--- config.mk ---
export PLATFORM = sky130hd
export DESIGN_NAME = idex_stage_reg_flat
export DESIGN_NICKNAME = d
export VERILOG_FILES = /design/src/rtl/idex_stage_reg_if.sv /design/src/rtl/idex_stage_reg.sv /design/src/flat_wrapper.sv
export SDC_FILE = /design/constraint.sdc
export NUM_CORES = 1
export LEC_CHECK = 0
export ABC_AREA = 1
export BUFFER_PORTS_ARGS = -buffer_cell sky130_fd_sc_hd__buf_2
export CORE_AREA = 2 2 231 233
export CTS_BUF_LIST = sky130_fd_sc_hd__clkbuf_16
export DETAILED_ROUTE_END_ITERATION = 8
export DIE_AREA = 0 0 233 235
export HOLD_SLACK_MARGIN = 0.15
export PLACE_DENSITY = 0.44
export RECOVER_POWER = 50
export SLEW_MARGIN = 10
export SYNTH_ARGS = -nofsm -noshare
export SYNTH_HDL_FRONTEND = slang
export SYNTH_SLANG_ARGS = --single-unit
--- constraint.sdc ---
create_clock -name clock -period 1.8 [get_ports clock]
set_input_delay 0.36 -clock clock [delete_from_list [all_inputs] [get_ports clock]]
set_output_delay 0.36 -clock clock [all_outputs]
set_load 0.05 [all_outputs]
--- src/rtl/idex_stage_reg_if.sv ---
// ID/EX pipeline-register bus: decode-side inputs, execute-side outputs, hazard and bubble status.
// The decode/control side uses the master modport and the stage register uses the slave modport.
interface idex_stage_reg_if #(
    parameter int XLEN       = 64,
    parameter int REG_ADDR_W = 5,
    parameter int CTRL_W     = 9,
    parameter int FUNCT_W    = 4,
    parameter int CNT_W      = 16
);
    logic                  stall;
    logic                  flush;
    logic                  id_valid;
    logic [CTRL_W-1:0]     id_ctrl;
    logic [XLEN-1:0]       id_pc;
    logic [XLEN-1:0]       id_rd1;
    logic [XLEN-1:0]       id_rd2;
    logic [XLEN-1:0]       id_imm;
    logic [REG_ADDR_W-1:0] id_rs1;
    logic [REG_ADDR_W-1:0] id_rs2;
    logic [REG_ADDR_W-1:0] id_rd;
    logic [FUNCT_W-1:0]    id_funct;

    logic                  ex_valid;
    logic [CTRL_W-1:0]     ex_ctrl;
    logic [XLEN-1:0]       ex_pc;
    logic [XLEN-1:0]       ex_rd1;
    logic [XLEN-1:0]       ex_rd2;
    logic [XLEN-1:0]       ex_imm;
    logic [REG_ADDR_W-1:0] ex_rs1;
    logic [REG_ADDR_W-1:0] ex_rs2;
    logic [REG_ADDR_W-1:0] ex_rd;
    logic [FUNCT_W-1:0]    ex_funct;
    logic                  hazard_stall;
    logic [CNT_W-1:0]      bubble_count;

    modport master (
        output stall, flush, id_valid, id_ctrl, id_pc, id_rd1, id_rd2, id_imm,
               id_rs1, id_rs2, id_rd, id_funct,
        input  ex_valid, ex_ctrl, ex_pc, ex_rd1, ex_rd2, ex_imm,
               ex_rs1, ex_rs2, ex_rd, ex_funct, hazard_stall, bubble_count
    );

    modport slave (
        input  stall, flush, id_valid, id_ctrl, id_pc, id_rd1, id_rd2, id_imm,
               id_rs1, id_rs2, id_rd, id_funct,
        output ex_valid, ex_ctrl, ex_pc, ex_rd1, ex_rd2, ex_imm,
               ex_rs1, ex_rs2, ex_rd, ex_funct, hazard_stall, bubble_count
    );
endinterface

--- src/rtl/idex_stage_reg.sv ---
// ID/EX pipeline register with valid bit, stall/flush, bubble insertion and a saturating bubble counter.
// Optional load-use hazard detection is enabled by defining the macro IDEX_LOAD_USE_EN.
module idex_stage_reg #(
    parameter int XLEN       = 64,
    parameter int REG_ADDR_W = 5,
    parameter int CTRL_W     = 9,
    parameter int FUNCT_W    = 4,
    parameter int CNT_W      = 16
) (
    input  logic              clock,
    input  logic              reset,
    idex_stage_reg_if.slave   bus
);

    localparam logic [CNT_W-1:0]      CNT_MAX    = {CNT_W{1'b1}};
    localparam logic [CNT_W-1:0]      CNT_ONE    = CNT_W'(1);
    localparam logic [REG_ADDR_W-1:0] REG_ZERO   = {REG_ADDR_W{1'b0}};
    localparam logic [CTRL_W-1:0]     CTRL_ZERO  = {CTRL_W{1'b0}};
    localparam int                    MEMREAD_BIT = 3;

    typedef enum logic [1:0] {
        ACT_LOAD   = 2'd0,
        ACT_HOLD   = 2'd1,
        ACT_BUBBLE = 2'd2
    } act_e;

    logic                  valid_q, valid_d;
    logic [CTRL_W-1:0]     ctrl_q,  ctrl_d;
    logic [XLEN-1:0]       pc_q,    pc_d;
    logic [XLEN-1:0]       rd1_q,   rd1_d;
    logic [XLEN-1:0]       rd2_q,   rd2_d;
    logic [XLEN-1:0]       imm_q,   imm_d;
    logic [REG_ADDR_W-1:0] rs1_q,   rs1_d;
    logic [REG_ADDR_W-1:0] rs2_q,   rs2_d;
    logic [REG_ADDR_W-1:0] rd_q,    rd_d;
    logic [FUNCT_W-1:0]    funct_q, funct_d;
    logic [CNT_W-1:0]      cnt_q,   cnt_d;

    logic                  hazard_s;
    logic                  count_inc_s;
    act_e                  act_s;

    // Load-use detection: a load in EX whose destination feeds the instruction now in ID.
    always_comb begin
`ifdef IDEX_LOAD_USE_EN
        hazard_s = valid_q & ctrl_q[MEMREAD_BIT] & (rd_q != REG_ZERO) & bus.id_valid &
                   ((rd_q == bus.id_rs1) | (rd_q == bus.id_rs2));
`else
        hazard_s = 1'b0;
`endif
    end

    // One action per edge: flush beats stall, stall beats the internal bubble, which beats a load.
    always_comb begin
        act_s       = ACT_LOAD;
        count_inc_s = 1'b0;
        if (bus.flush) begin
            act_s       = ACT_BUBBLE;
            count_inc_s = 1'b1;
        end else if (bus.stall) begin
            act_s       = ACT_HOLD;
            count_inc_s = 1'b0;
        end else if (hazard_s) begin
            act_s       = ACT_BUBBLE;
            count_inc_s = 1'b1;
        end else begin
            act_s       = ACT_LOAD;
            count_inc_s = ~bus.id_valid;
        end
    end

    // Next-state for the EX-side entry; a bubble clears only valid and control.
    always_comb begin
        valid_d = valid_q;
        ctrl_d  = ctrl_q;
        pc_d    = pc_q;
        rd1_d   = rd1_q;
        rd2_d   = rd2_q;
        imm_d   = imm_q;
        rs1_d   = rs1_q;
        rs2_d   = rs2_q;
        rd_d    = rd_q;
        funct_d = funct_q;
        case (act_s)
            ACT_LOAD: begin
                valid_d = bus.id_valid;
                ctrl_d  = bus.id_valid ? bus.id_ctrl : CTRL_ZERO;
                pc_d    = bus.id_pc;
                rd1_d   = bus.id_rd1;
                rd2_d   = bus.id_rd2;
                imm_d   = bus.id_imm;
                rs1_d   = bus.id_rs1;
                rs2_d   = bus.id_rs2;
                rd_d    = bus.id_rd;
                funct_d = bus.id_funct;
            end
            ACT_BUBBLE: begin
                valid_d = 1'b0;
                ctrl_d  = CTRL_ZERO;
            end
            ACT_HOLD: begin
                valid_d = valid_q;
                ctrl_d  = ctrl_q;
            end
            default: begin
                valid_d = 1'b0;
                ctrl_d  = CTRL_ZERO;
            end
        endcase
    end

    // Bubble counter saturates rather than wrapping.
    always_comb begin
        if (count_inc_s && (cnt_q != CNT_MAX)) begin
            cnt_d = cnt_q + CNT_ONE;
        end else begin
            cnt_d = cnt_q;
        end
    end

    // EX-side state registers.
    always_ff @(posedge clock or negedge reset) begin
        if (!reset) begin
            valid_q <= 1'b0;
            ctrl_q  <= CTRL_ZERO;
            pc_q    <= {XLEN{1'b0}};
            rd1_q   <= {XLEN{1'b0}};
            rd2_q   <= {XLEN{1'b0}};
            imm_q   <= {XLEN{1'b0}};
            rs1_q   <= REG_ZERO;
            rs2_q   <= REG_ZERO;
            rd_q    <= REG_ZERO;
            funct_q <= {FUNCT_W{1'b0}};
            cnt_q   <= {CNT_W{1'b0}};
        end else begin
            valid_q <= valid_d;
            ctrl_q  <= ctrl_d;
            pc_q    <= pc_d;
            rd1_q   <= rd1_d;
            rd2_q   <= rd2_d;
            imm_q   <= imm_d;
            rs1_q   <= rs1_d;
            rs2_q   <= rs2_d;
            rd_q    <= rd_d;
            funct_q <= funct_d;
            cnt_q   <= cnt_d;
        end
    end

    assign bus.ex_valid     = valid_q;
    assign bus.ex_ctrl      = ctrl_q;
    assign bus.ex_pc        = pc_q;
    assign bus.ex_rd1       = rd1_q;
    assign bus.ex_rd2       = rd2_q;
    assign bus.ex_imm       = imm_q;
    assign bus.ex_rs1       = rs1_q;
    assign bus.ex_rs2       = rs2_q;
    assign bus.ex_rd        = rd_q;
    assign bus.ex_funct     = funct_q;
    assign bus.hazard_stall = hazard_s;
    assign bus.bubble_count = cnt_q;

endmodule

--- src/flat_wrapper.sv ---
// flat-port wrapper written by rule: the top's interface ports become plain ports
module idex_stage_reg_flat 
#(
    parameter int XLEN       = 64,
    parameter int REG_ADDR_W = 5,
    parameter int CTRL_W     = 9,
    parameter int FUNCT_W    = 4,
    parameter int CNT_W      = 16
)
  (clock, reset, bus_stall, bus_flush, bus_id_valid, bus_id_ctrl, bus_id_pc, bus_id_rd1, bus_id_rd2, bus_id_imm, bus_id_rs1, bus_id_rs2, bus_id_rd, bus_id_funct, bus_ex_valid, bus_ex_ctrl, bus_ex_pc, bus_ex_rd1, bus_ex_rd2, bus_ex_imm, bus_ex_rs1, bus_ex_rs2, bus_ex_rd, bus_ex_funct, bus_hazard_stall, bus_bubble_count);
  idex_stage_reg_if #(.XLEN(XLEN), .REG_ADDR_W(REG_ADDR_W), .CTRL_W(CTRL_W), .FUNCT_W(FUNCT_W), .CNT_W(CNT_W)) bus_i ();
  input  logic clock;
  input  logic reset;
  input wire logic [$bits(bus_i.stall)-1:0] bus_stall;
  input wire logic [$bits(bus_i.flush)-1:0] bus_flush;
  input wire logic [$bits(bus_i.id_valid)-1:0] bus_id_valid;
  input wire logic [$bits(bus_i.id_ctrl)-1:0] bus_id_ctrl;
  input wire logic [$bits(bus_i.id_pc)-1:0] bus_id_pc;
  input wire logic [$bits(bus_i.id_rd1)-1:0] bus_id_rd1;
  input wire logic [$bits(bus_i.id_rd2)-1:0] bus_id_rd2;
  input wire logic [$bits(bus_i.id_imm)-1:0] bus_id_imm;
  input wire logic [$bits(bus_i.id_rs1)-1:0] bus_id_rs1;
  input wire logic [$bits(bus_i.id_rs2)-1:0] bus_id_rs2;
  input wire logic [$bits(bus_i.id_rd)-1:0] bus_id_rd;
  input wire logic [$bits(bus_i.id_funct)-1:0] bus_id_funct;
  output wire logic [$bits(bus_i.ex_valid)-1:0] bus_ex_valid;
  output wire logic [$bits(bus_i.ex_ctrl)-1:0] bus_ex_ctrl;
  output wire logic [$bits(bus_i.ex_pc)-1:0] bus_ex_pc;
  output wire logic [$bits(bus_i.ex_rd1)-1:0] bus_ex_rd1;
  output wire logic [$bits(bus_i.ex_rd2)-1:0] bus_ex_rd2;
  output wire logic [$bits(bus_i.ex_imm)-1:0] bus_ex_imm;
  output wire logic [$bits(bus_i.ex_rs1)-1:0] bus_ex_rs1;
  output wire logic [$bits(bus_i.ex_rs2)-1:0] bus_ex_rs2;
  output wire logic [$bits(bus_i.ex_rd)-1:0] bus_ex_rd;
  output wire logic [$bits(bus_i.ex_funct)-1:0] bus_ex_funct;
  output wire logic [$bits(bus_i.hazard_stall)-1:0] bus_hazard_stall;
  output wire logic [$bits(bus_i.bubble_count)-1:0] bus_bubble_count;
  assign bus_i.stall = bus_stall;
  assign bus_i.flush = bus_flush;
  assign bus_i.id_valid = bus_id_valid;
  assign bus_i.id_ctrl = bus_id_ctrl;
  assign bus_i.id_pc = bus_id_pc;
  assign bus_i.id_rd1 = bus_id_rd1;
  assign bus_i.id_rd2 = bus_id_rd2;
  assign bus_i.id_imm = bus_id_imm;
  assign bus_i.id_rs1 = bus_id_rs1;
  assign bus_i.id_rs2 = bus_id_rs2;
  assign bus_i.id_rd = bus_id_rd;
  assign bus_i.id_funct = bus_id_funct;
  assign bus_ex_valid = bus_i.ex_valid;
  assign bus_ex_ctrl = bus_i.ex_ctrl;
  assign bus_ex_pc = bus_i.ex_pc;
  assign bus_ex_rd1 = bus_i.ex_rd1;
  assign bus_ex_rd2 = bus_i.ex_rd2;
  assign bus_ex_imm = bus_i.ex_imm;
  assign bus_ex_rs1 = bus_i.ex_rs1;
  assign bus_ex_rs2 = bus_i.ex_rs2;
  assign bus_ex_rd = bus_i.ex_rd;
  assign bus_ex_funct = bus_i.ex_funct;
  assign bus_hazard_stall = bus_i.hazard_stall;
  assign bus_bubble_count = bus_i.bubble_count;
  idex_stage_reg #(.XLEN(XLEN), .REG_ADDR_W(REG_ADDR_W), .CTRL_W(CTRL_W), .FUNCT_W(FUNCT_W), .CNT_W(CNT_W)) u_core (.clock(clock), .reset(reset), .bus(bus_i));
endmodule
# == Word level (Yosys, flattened, before mapping) ==
# Index checks and enable logic that the tools add are counted.
# op_classes
add_sub_neg,1
n_mul,0
div_mod_pow,0
order_cmp,0
n_eq_ne,2
shifts,0
mux,7
n_bitwise,1
n_reduce_logical,2
# op_table
op,count
one-hot mux 9 bit (2 select lines),1
"adder 16 x 1 -> 16 bit, second input constant",1
"inequality test 16 bit, second input constant",1
two-way mux 9 bit,1
two-way mux 1 bit,3
"equality test 2 x 1 -> 1 bit, second input constant",1
logical NOT 2 bit,1
two-way mux 2 bit,1
one-hot mux 1 bit (2 select lines),1
logical AND 1 bit,1
NOT 1 bit,1
# word_totals
ff_bits,301
latch_bits,0
mem_bits_rw,0
mem_bits_ro,0
in_bits,289
output_inout_bits,302
memories,0

# == Longest topological paths before layout ==
# Gate-level depths: netlist of the first run.
# logic_depth
ltp_word,4
depth_mapped,9
depth_no_buf,8

# == Worst setup path before layout of the first run ==
# Ideal clock, no wire load.
# synth_timing
kind,register to register
from,"register u_core.cnt_q[1], in the netlist u_core.bus.bubble_count[1]"
to,"register u_core.cnt_q[2], in the netlist u_core.bus.bubble_count[2]"
setup_time_ps,128
arrival_ps,1625
required_ps,1672
setup_slack_ps,48
stages_incl_launch_ff,8
period_less_slack_ps,1752
path_cell_list,dfrtp_1 ha_1 nand3_1 nor2_2 nand2_2 nand2_2 buf_6 o21ai_0
# synth_between
elab_chain_cells,2
elab_cells_between_ends,3
# synth_rtl
element,line_no,rtl
"start, declared",idex_stage_reg.sv:37,"logic [CNT_W-1:0] cnt_q, cnt_d;"
"start signal, assigned",idex_stage_reg.sv:134,cnt_q <= {CNT_W{1'b0}};
"start signal, assigned",idex_stage_reg.sv:146,cnt_q <= cnt_d;
branches (longest 2 deep; another with adder 16 x 1 -> 16 bit),--,
# Several ways; the timed one is not identified.
# A chain may end at the register's enable or synchronous reset.

# == Worst setup path in the final report of the first run ==
# layout_timing
from,"register u_core.cnt_q[2], in the netlist u_core.bus.bubble_count[2]"
to,output bus_bubble_count[2]
# layout_lines
element,line_no,rtl
"end, declared",flat_wrapper.sv:37,output wire logic [$bits(bus_i.bubble_count)-1:0] bus_bubble_count;
# No word-level cell between the ends.

==> flow_summary_export.csv, run 1 <==
group,metric,value,unit
run_status,status,"completed",
timing,rsz0062_at_grt,"false",
yosys,synth.net_count,1080,
yosys,yosysWarnings,0,
critical_path,end_kind,"output port",
yosys,synth_top_area_cell,"dfrtp_1",
power_and_ir_drop,total_power,22.3,mW
clocking,cts_buffers,36,
timing,slew_violations,0,
power_and_ir_drop,ir_worst_vdd,0.782,mV
clocking,path_clk_slew,0.06,ns
placement,dp_cells,2077,
critical_path,cp_top_family,"flip-flops",
timing,fin_tns_setup,0,ns
die,die_w,233,um
die,die_h,235,um
clocking,cts_max_level,2,
timing,clock_skew,0.00669,ns
detailed_routing,drt_iter0_markers,240,
critical_path,crit_arrival,1.34,ns
placement,routabilityCongestion,0.806,
grt,grt_pass1_wl,59000,um
detailed_routing,viasPerCell,4.03,
critical_path,reg2reg_slack,0.23,ns
placement,post-dp-hpwl,29100,um
yosys,synth_top_area_frac,0.646,
die,ios,591,
timing,fin_crit_sh,0.945,
grt,grt_pass1_vias,10700,
yosys,synth.distinct_cells,22,
grt,grt_util_all_layers,0.137,
final_layout,area_growth,67.1,%
yosys,syn_area_per_cell,14.8,um2
critical_path,crit_buf_inv,1,
timing,tightest_slew,0.786,ns
critical_path,required,1.44,ns
timing,setup_ws,0.0997,ns
critical_path,path_class,"flip-flop to output port",
die,row_count,84,
clocking,numClockSinks,301,
timing,max_freq,588,MHz
power_and_ir_drop,total_leakage_power,9.34,nW
die,fp.coreArea,52200,um2
final_layout,drive_above_1_share,0.539,
clocking,cts_max_path_buffers,3,
placement,place_ws,0.0463,ns
clocking,cts_tree,"yes",
flow_run,cap_violations,0,
critical_path,startpoint_type,"flip-flop",
yosys,syn_inst,790,
die,start_util,0.223,
detailed_routing,routed_wl,39100,um
final_layout,final_common_cell,"buf_2",
placement,port_buffers,589,
final_layout,fillers,5123,
grt,grt_overflow,0,
yosys,synth_area_leaders,"dfrtp_1 65%, mux2_2 27%, nand2_1 2.7%, buf_4 1.7%, nand3_1 1.2%",
timing,post-route-min-period,1.70,ns
detailed_routing,first_pass_iters,6,
timing,setup_viol,0,
clocking,cts_root_buf,"clkbuf_16",
grt,grt_start_max_net_pins,49,
clocking,cts_setup_buffers,0,
timing,slew_headroom,0.476,
worst_hold_path,hold_path.class,"primary input to flip-flop",
final_layout,fin_cells,2429,
critical_path,cp_slowest_cell,"dfrtp_1",
final_layout,diodes,0,
yosys,synth-seq-area-share,0.646,
yosys,syn_area,11700,um2
detailed_routing,routedWlPerCell,16.1,um
power_and_ir_drop,powerDensity,1140,nW/um2
detailed_routing,ant_nets,0,
critical_path,cp_max_fo,7,
critical_path,path_cells,"buf_2",
detailed_routing,drc,0,
yosys,ys_ff_latch,301,
final_layout,final_cell_mix,"588 x buf_2, 301 x dfrtp_1, 288 x dlygate4sd3_1, 275 x mux2_2, 85 x nand2_1",
detailed_routing,vias,9788,
critical_path,cp_slowest_stage_delay,0.48,ns
timing,hold_violations,0,
grt,antenna_found_initial,0,
die,die-area,54800,um2
clocking,insertion_delay,0.53,ns
final_layout,fin_nets,2005,
-- Yosys cell counts --
| cell | count |
|---|---|
| dfrtp_1 | 301 |
| mux2_2 | 275 |
| nand2_1 | 85 |
| buf_4 | 27 |
| nand3_1 | 27 |
| inv_1 | 22 |
| nor2_1 | 20 |
| buf_2 | 7 |
| nand4_1 | 6 |
| o21ai_0 | 3 |
| xnor2_1 | 3 |
| nand2_2 | 2 |
| nand3b_1 | 2 |
| nor2_2 | 2 |
| a21oi_1 | 1 |
| buf_6 | 1 |
| clkbuf_1 | 1 |
| clkbuf_8 | 1 |
| conb_1 | 1 |
| ha_1 | 1 |
| o21ai_1 | 1 |
| xor2_1 | 1 |
-- stage by stage --
step                hold slack [ns]   util  area, um2
finish                        0.193  0.373      19500
global route                  0.180  0.373      19500
CTS                           0.150  0.377      19700
detailed placement            0.324  0.301      15700
global placement              0.326  0.301      15700
floorplan                    0.0644      -      11700
-- routing by layer --
layer,share of wire,vias to the layer above,GRT usage
li1,-,4565,-
met1,0.37,4751,0.147
met2,0.51,406,0.253
met3,0.084,66,0.0434
met4,0.027,0,0.0448
met5,0,-,0
-- flip-flops by register name, summed over array words and instances, names as in the netlist --
name,flops
u_core.bus.bubble_count,16
u_core.bus.ex_ctrl,9
u_core.bus.ex_funct,4
u_core.bus.ex_imm,64
u_core.bus.ex_pc,64
u_core.bus.ex_rd,5
u_core.bus.ex_rd1,64
u_core.bus.ex_rd2,64
u_core.bus.ex_rs1,5
u_core.bus.ex_rs2,5
u_core.bus.ex_valid,1
-- power breakdown --
group	switching (mW)	total [mW]	internal, mW
clock network	2.86	6.86	4.00
registers	0.546	8.30	7.75
logic	4.95	7.11	2.16
-- cell type report --
type                    count  area (um2)  share of cell area
clock buffers              37         926              0.0475
clock inverters            27         171             0.00880
inverters                  22        82.6             0.00424
multi-input cells         430        3790               0.194
flip-flops and latches    301        7530               0.387
well taps                 688         861              0.0442
repair buffers            924        6120               0.314
-- worst register-to-register path: stages (launching register included) --
cell and delay (ns):
dfrtp_1 0.41, ha_1 0.24, nand3_1 0.18, nor2_2 0.16
nand2_2 0.14, nand2_2 0.23, o21ai_0 0.10
-- cells by family after synthesis --
logic type,after synthesis,share of synthesized area
AO/OA/AOI/OAI,5,0.00214
XOR/XNOR,4,0.00300
adder cells (fa/ha/maj),1,0.00107
buffers and inverters,59,0.0299
flip-flops,301,0.646
multiplexers,275,0.266
other,1,0.000322
AND/OR/NAND/NOR,144,0.0520
-- repair_timing --
action                                  CTS  global route
endpoints found under the setup margin    0            10
gates resized for setup                   0             1
endpoints found under the hold margin   444             0
hold buffers                            288             0
-- worst paths after layout --
| kind | from | end | depth (start not counted) |
|---|---|---|---|
| worst min register to register | u_core.bus.ex_pc[37]$_DFFE_PN0P_ | u_core.bus.ex_pc[37]$_DFFE_PN0P_ | 1 |
| max in group asynchronous | reset | u_core.bus.ex_rd2[25]$_DFFE_PN0P_ | 3 |
| worst min-delay path | bus_stall | u_core.bus.ex_ctrl[2]$_DFFE_PN0P_ | 3 |
| worst max-delay path | u_core.bus.bubble_count[2]$_DFFE_PN0P_ | bus_bubble_count[2] | 1 |
| min in group asynchronous | reset | u_core.bus.ex_imm[48]$_DFFE_PN0P_ | 2 |
| worst max register to register | u_core.bus.bubble_count[1]$_DFFE_PN0P_ | u_core.bus.bubble_count[2]$_DFFE_PN0P_ | 6 |
No activity file was read; power rests on OpenSTA's default activity.
==> run 2: changes to the inputs <==
--- a/config.mk
+++ b/config.mk
@@ -7,12 +7,12 @@
 export LEC_CHECK = 0
 export ABC_AREA = 1
 export BUFFER_PORTS_ARGS = -buffer_cell sky130_fd_sc_hd__buf_2
-export CORE_AREA = 2 2 231 233
+export CORE_AREA = 10 10 222 224
 export CTS_BUF_LIST = sky130_fd_sc_hd__clkbuf_16
 export DETAILED_ROUTE_END_ITERATION = 8
-export DIE_AREA = 0 0 233 235
+export DIE_AREA = 0 0 232 234
 export HOLD_SLACK_MARGIN = 0.15
-export PLACE_DENSITY = 0.44
+export PLACE_DENSITY = 0.5
 export RECOVER_POWER = 50
 export SLEW_MARGIN = 10
 export SYNTH_ARGS = -nofsm -noshare
==> constraint.sdc (replaced) <==
create_clock -name clock -period 1.66 [get_ports clock]
set_input_delay 0.332 -clock clock [delete_from_list [all_inputs] [get_ports clock]]
set_output_delay 0.332 -clock clock [all_outputs]
set_load 0.05 [all_outputs]
==> flow_summary_export.csv, run 2 (synthesis gave the netlist of run 1 again) <==
group,metric,value,unit
run_status,status,"completed",
die,start_util,0.260,
critical_path,crit_buf_inv,2,
placement,post_dp_cell_area,15700,um2
final_layout,area_growth,66.4,%
detailed_routing,drc,0,
critical_path,end_kind,"output port",
clocking,cts_setup_buffers,0,
clocking,cts_buffers,36,
timing,fin_crit_sh,0.957,
timing,tightest_slew,0.935,ns
detailed_routing,ant_nets,0,
final_layout,fin_cells,2333,
final_layout,final_cell_mix,"577 x buf_2, 298 x dfrtp_1, 285 x dlygate4sd3_1, 275 x mux2_2, 85 x nand2_1",
detailed_routing,routedWlPerCell,18.4,um
clocking,cts_tree,"yes",
final_layout,fin_nets,1999,
final_layout,drive_above_1_share,0.548,
placement,post-dp-hpwl,31900,um
detailed_routing,first_pass_iters,4,
clocking,cts_max_level,2,
grt,grt_util_all_layers,0.153,
die,die_h,234,um
placement,place_ws,-0.0102,ns
grt,antenna_found_initial,1,
timing,clock_skew,0.00682,ns
worst_hold_path,hold_path.class,"primary input to flip-flop",
timing,max_freq,629,MHz
detailed_routing,routed_wl,42900,um
die,die-area,54300,um2
timing,rsz0062_at_grt,"false",
critical_path,cp_slowest_cell,"dfrtp_1",
clocking,path_clk_slew,0.06,ns
placement,routabilityCongestion,0.791,
timing,fin_tns_setup,0,ns
flow_run,cap_violations,0,
critical_path,startpoint_type,"flip-flop",
detailed_routing,vias,9705,
placement,dp_cells,1986,
detailed_routing,drt_iter0_markers,279,
timing,setup_viol,0,
critical_path,path_cells,"buf_4 > buf_4",
die,fp.coreArea,44900,um2
critical_path,cp_top_family,"flip-flops",
critical_path,cp_max_fo,6,
timing,hold_violations,0,
clocking,insertion_delay,0.52,ns
grt,grt_pass1_vias,11100,
clocking,numClockSinks,301,
critical_path,cp_slowest_stage_delay,0.38,ns
timing,setup_ws,0.0712,ns
grt,grt_start_max_net_pins,57,
grt,grt_pass1_wl,65800,um
die,die_w,232,um
die,row_count,78,
critical_path,path_class,"flip-flop to output port",
final_layout,final_common_cell,"buf_2",
grt,grt_overflow,0,
clocking,cts_root_buf,"clkbuf_16",
detailed_routing,viasPerCell,4.16,
timing,slew_headroom,0.376,
die,ios,591,
power_and_ir_drop,ir_worst_vdd,0.773,mV
critical_path,required,1.33,ns
timing,slew_violations,0,
clocking,cts_max_path_buffers,3,
timing,post-route-min-period,1.59,ns
final_layout,final_cell_area,19400,um2
critical_path,crit_path_frequent_cell,"buf_4",
placement,port_buffers,589,
power_and_ir_drop,powerDensity,1250,nW/um2
critical_path,crit_arrival,1.26,ns
power_and_ir_drop,total_leakage_power,9.33,nW
run 2: area by class of cell:
type	instances	area, um2
fillers	4194	25500
flip-flops and latches	301	7540
repair buffers	918	6160
multi-input cells	430	3790
clock buffers	37	926
well taps	600	751
clock inverters	24	150
inverters	22	82.6
diodes	1	2.50
run 2: repair_timing:
action / in CTS / in global routing
hold endpoints to repair: 585 / 0
endpoints found under the setup margin: 10 / 9
hold buffers: 285 / 0
cloned: 0 / 0
gates resized for setup: 6 / 11
run 2: metal layers:
layer,global-route usage,vias up,wire (um)
met5,0,-,0
met3,0.0654,72,4360
met2,0.276,380,22100
met4,0.0474,0,1120
li1,-,4560,-
met1,0.159,4693,15400
run 2: power by group:
group | total, mW | switching, mW | internal (mW)
Combinational | 7.85 | 5.45 | 2.39
Clock | 7.35 | 3.04 | 4.31
Sequential | 8.98 | 0.574 | 8.41
Total | 24.2 | 9.07 | 15.1
run 2: through the flow:
| stage | util | power, mW | hold slack (ns) |
|---|---|---|---|
| global route | 0.432 | 25.3 | 0.227 |
| finish | 0.432 | 24.2 | 0.230 |
| CTS | 0.437 | 24.6 | 0.183 |
| floorplan | - | 14.2 | 0.0364 |
| detailed placement | 0.349 | 16.5 | 0.259 |
| global placement | 0.349 | 16.4 | 0.258 |
run 2: worst paths after layout:
kind	slack (ns)	startpoint	to	cells past startpoint
max	0.07	u_core.bus.bubble_count[10]$_DFFE_PN0P_	bus_bubble_count[10]	2
min reg2reg	0.50	u_core.bus.ex_imm[12]$_DFFE_PN0P_	u_core.bus.ex_imm[12]$_DFFE_PN0P_	1
max reg2reg	0.21	u_core.bus.bubble_count[0]$_DFFE_PN0P_	u_core.bus.bubble_count[15]$_DFFE_PN0P_	9
min	0.23	bus_stall	u_core.bus.ex_valid$_DFFE_PN0P_	3
max in group asynchronous	0.25	reset	u_core.bus.ex_rd1[27]$_DFFE_PN0P_	3
min in group asynchronous	0.32	reset	u_core.bus.bubble_count[11]$_DFFE_PN0P_	2
run 2: worst min-delay path: stages:
cell     delay (ns)
buf_2          0.13
buf_4          0.18
a21oi_1        0.07
==> run 3: changes to the inputs <==
--- a/config.mk
+++ b/config.mk
@@ -7,12 +7,14 @@
 export LEC_CHECK = 0
 export ABC_AREA = 1
 export BUFFER_PORTS_ARGS = -buffer_cell sky130_fd_sc_hd__buf_2
-export CORE_AREA = 10 10 222 224
+export CELL_PAD_IN_SITES_DETAIL_PLACEMENT = 0
+export CELL_PAD_IN_SITES_GLOBAL_PLACEMENT = 1
+export CORE_AREA = 10 10 223 225
 export CTS_BUF_LIST = sky130_fd_sc_hd__clkbuf_16
 export DETAILED_ROUTE_END_ITERATION = 8
-export DIE_AREA = 0 0 232 234
+export DIE_AREA = 0 0 233 235
 export HOLD_SLACK_MARGIN = 0.15
-export PLACE_DENSITY = 0.5
+export PLACE_DENSITY = 0.61
 export RECOVER_POWER = 50
 export SLEW_MARGIN = 10
 export SYNTH_ARGS = -nofsm -noshare
==> flow_summary_export.csv, run 3 (synthesis gave the netlist of run 1 again) <==
group,metric,value,unit
run_status,status,"completed",
critical_path,rr_worst_depth,9,
final_layout,drive_above_1_share,0.542,
grt,grt_util_all_layers,0.156,
timing,tightest_slew,0.919,ns
placement,post_dp_cell_area,15800,um2
timing,post-route-min-period,1.61,ns
critical_path,cp_max_fo,5,
detailed_routing,route.top_layer_used,"met4",
power_and_ir_drop,powerDensity,1240,nW/um2
critical_path,startpoint_type,"flip-flop",
clocking,path_clk_slew,0.06,ns
timing,slew_headroom,0.387,
critical_path,reg2reg_from,"u_core.bus.bubble_count[0]$_DFFE_PN0P_",
clocking,numClockSinks,301,
worst_hold_path,hold_path.class,"primary input to asynchronous set/reset pin",
final_layout,final_common_cell,"buf_2",
critical_path,crit-reg2reg-capture,"u_core.bus.bubble_count[14]$_DFFE_PN0P_",
die,fp.coreArea,45100,um2
die,die_w,233,um
placement,port_buffers,589,
critical_path,end_kind,"output port",
detailed_routing,first_pass_iters,4,
clocking,insertion_delay,0.53,ns
timing,clock_skew,0.0103,ns
timing,fin_crit_sh,0.968,
placement,post-dp-hpwl,33800,um
timing,rsz0062_at_grt,"true",
critical_path,required,1.33,ns
detailed_routing,drt-met1-wl,16400,um
detailed_routing,vias,9864,
grt,grt_start_max_net_pins,74,
die,ios,591,
power_and_ir_drop,total_leakage_power,9.45,nW
detailed_routing,drt_iter0_markers,319,
critical_path,reg2reg_slack,0.15,ns
clocking,cts_tree,"yes",
final_layout,final_cell_area,19600,um2
die,start_util,0.259,
timing,max_freq,622,MHz
final_layout,area_growth,68.0,%
detailed_routing,routedWlPerCell,18.6,um
grt,antenna_found_initial,1,
grt,grt_overflow,0,
clocking,cts_buffers,36,
power_and_ir_drop,ir_worst_vdd,0.948,mV
clocking,cts_root_buf,"clkbuf_16",
critical_path,crit_arrival,1.28,ns
detailed_routing,route.met3.wl,3780,um
detailed_routing,ant_nets,0,
clocking,cts_max_path_buffers,3,
final_layout,final_cell_mix,"573 x buf_2, 299 x dfrtp_1, 289 x dlygate4sd3_1, 275 x mux2_2, 85 x nand2_1",
detailed_routing,dr_wl_met2,22400,um
placement,routabilityCongestion,0.808,
clocking,cts_max_level,2,
grt,grt_pass1_wl,67000,um
timing,slew_violations,0,
grt,grt_pass1_vias,11000,
detailed_routing,viasPerCell,4.18,
die,row_count,78,
die,die-area,54800,um2
flow_run,cap_violations,0,
timing,hold_violations,0,
critical_path,path_class,"flip-flop to output port",
die,die_h,235,um
timing,setup_viol,0,
timing,fin_tns_setup,0,ns
final_layout,fin_nets,2023,
detailed_routing,routed_wl,44000,um
detailed_routing,drc,0,
==> run 3: stage by stage <==
stage	instances	setup WS [ns]	utilization	total power [mW]	hold WS (ns)
after global routing	2361	-0.00401	0.435	25.3	0.197
after detailed placement	2005	-0.0672	0.350	16.6	0.171
final	2361	0.0523	0.435	24.2	0.214
after floorplan	790	0.0642	-	14.2	0.0364
after global placement	2005	-0.0416	0.350	16.5	0.178
after CTS	2360	0.00130	0.438	24.7	0.174
==> run 3: repair_timing <==
action,4_1_cts,5_1_grt
setup endpoints to repair,19,20
gates resized for setup,12,11
setup buffers,1,0
hold buffers,289,0
hold endpoints to repair,577,0
==> run 3: worst max-delay path by stage <==
stage | cells past startpoint | startpoint | end
after floorplan | 6 | u_core.bus.bubble_count[2]$_DFFE_PN0P_ | u_core.bus.bubble_count[2]$_DFFE_PN0P_
after global placement | 8 | u_core.bus.bubble_count[0]$_DFFE_PN0P_ | u_core.bus.bubble_count[1]$_DFFE_PN0P_
after detailed placement | 8 | u_core.bus.bubble_count[0]$_DFFE_PN0P_ | u_core.bus.bubble_count[7]$_DFFE_PN0P_
after CTS | 2 | u_core.bus.bubble_count[10]$_DFFE_PN0P_ | bus_bubble_count[10]
after global routing | 2 | u_core.bus.bubble_count[2]$_DFFE_PN0P_ | bus_bubble_count[2]
final | 2 | u_core.bus.bubble_count[11]$_DFFE_PN0P_ | bus_bubble_count[11]
==> run 3: area by class of cell <==
class                           count  area (um2)
Antenna cell                        1        2.50
Clock buffer                       37         926
Clock inverter                     28         153
Fill cell                        4257       25500
Inverter                           22        82.6
Multi-Input combinational cell    430        3800
Sequential cell                   301        7530
Tap cell                          600         751
Timing Repair Buffer              942        6340
==> run 3: per-layer routing <==
metal,vias to the layer above,GRT usage
li1,4596,-
met1,4792,0.167
met2,395,0.278
met3,81,0.0521
met4,0,0.0591
met5,-,0
==> run 3: report_power, final <==
group / leakage (nW) / internal (mW) / switching (mW)
Sequential: 3.58 / 8.41 / 0.537
Combinational: 5.29 / 2.48 / 5.53
Clock: 0.582 / 4.19 / 3.08
Total: 9.45 / 15.1 / 9.15
==> run 3: critical path: stages, from the launching register on <==
cell     delay [ns]
dfrtp_1        0.40
buf_4          0.16
buf_4          0.18
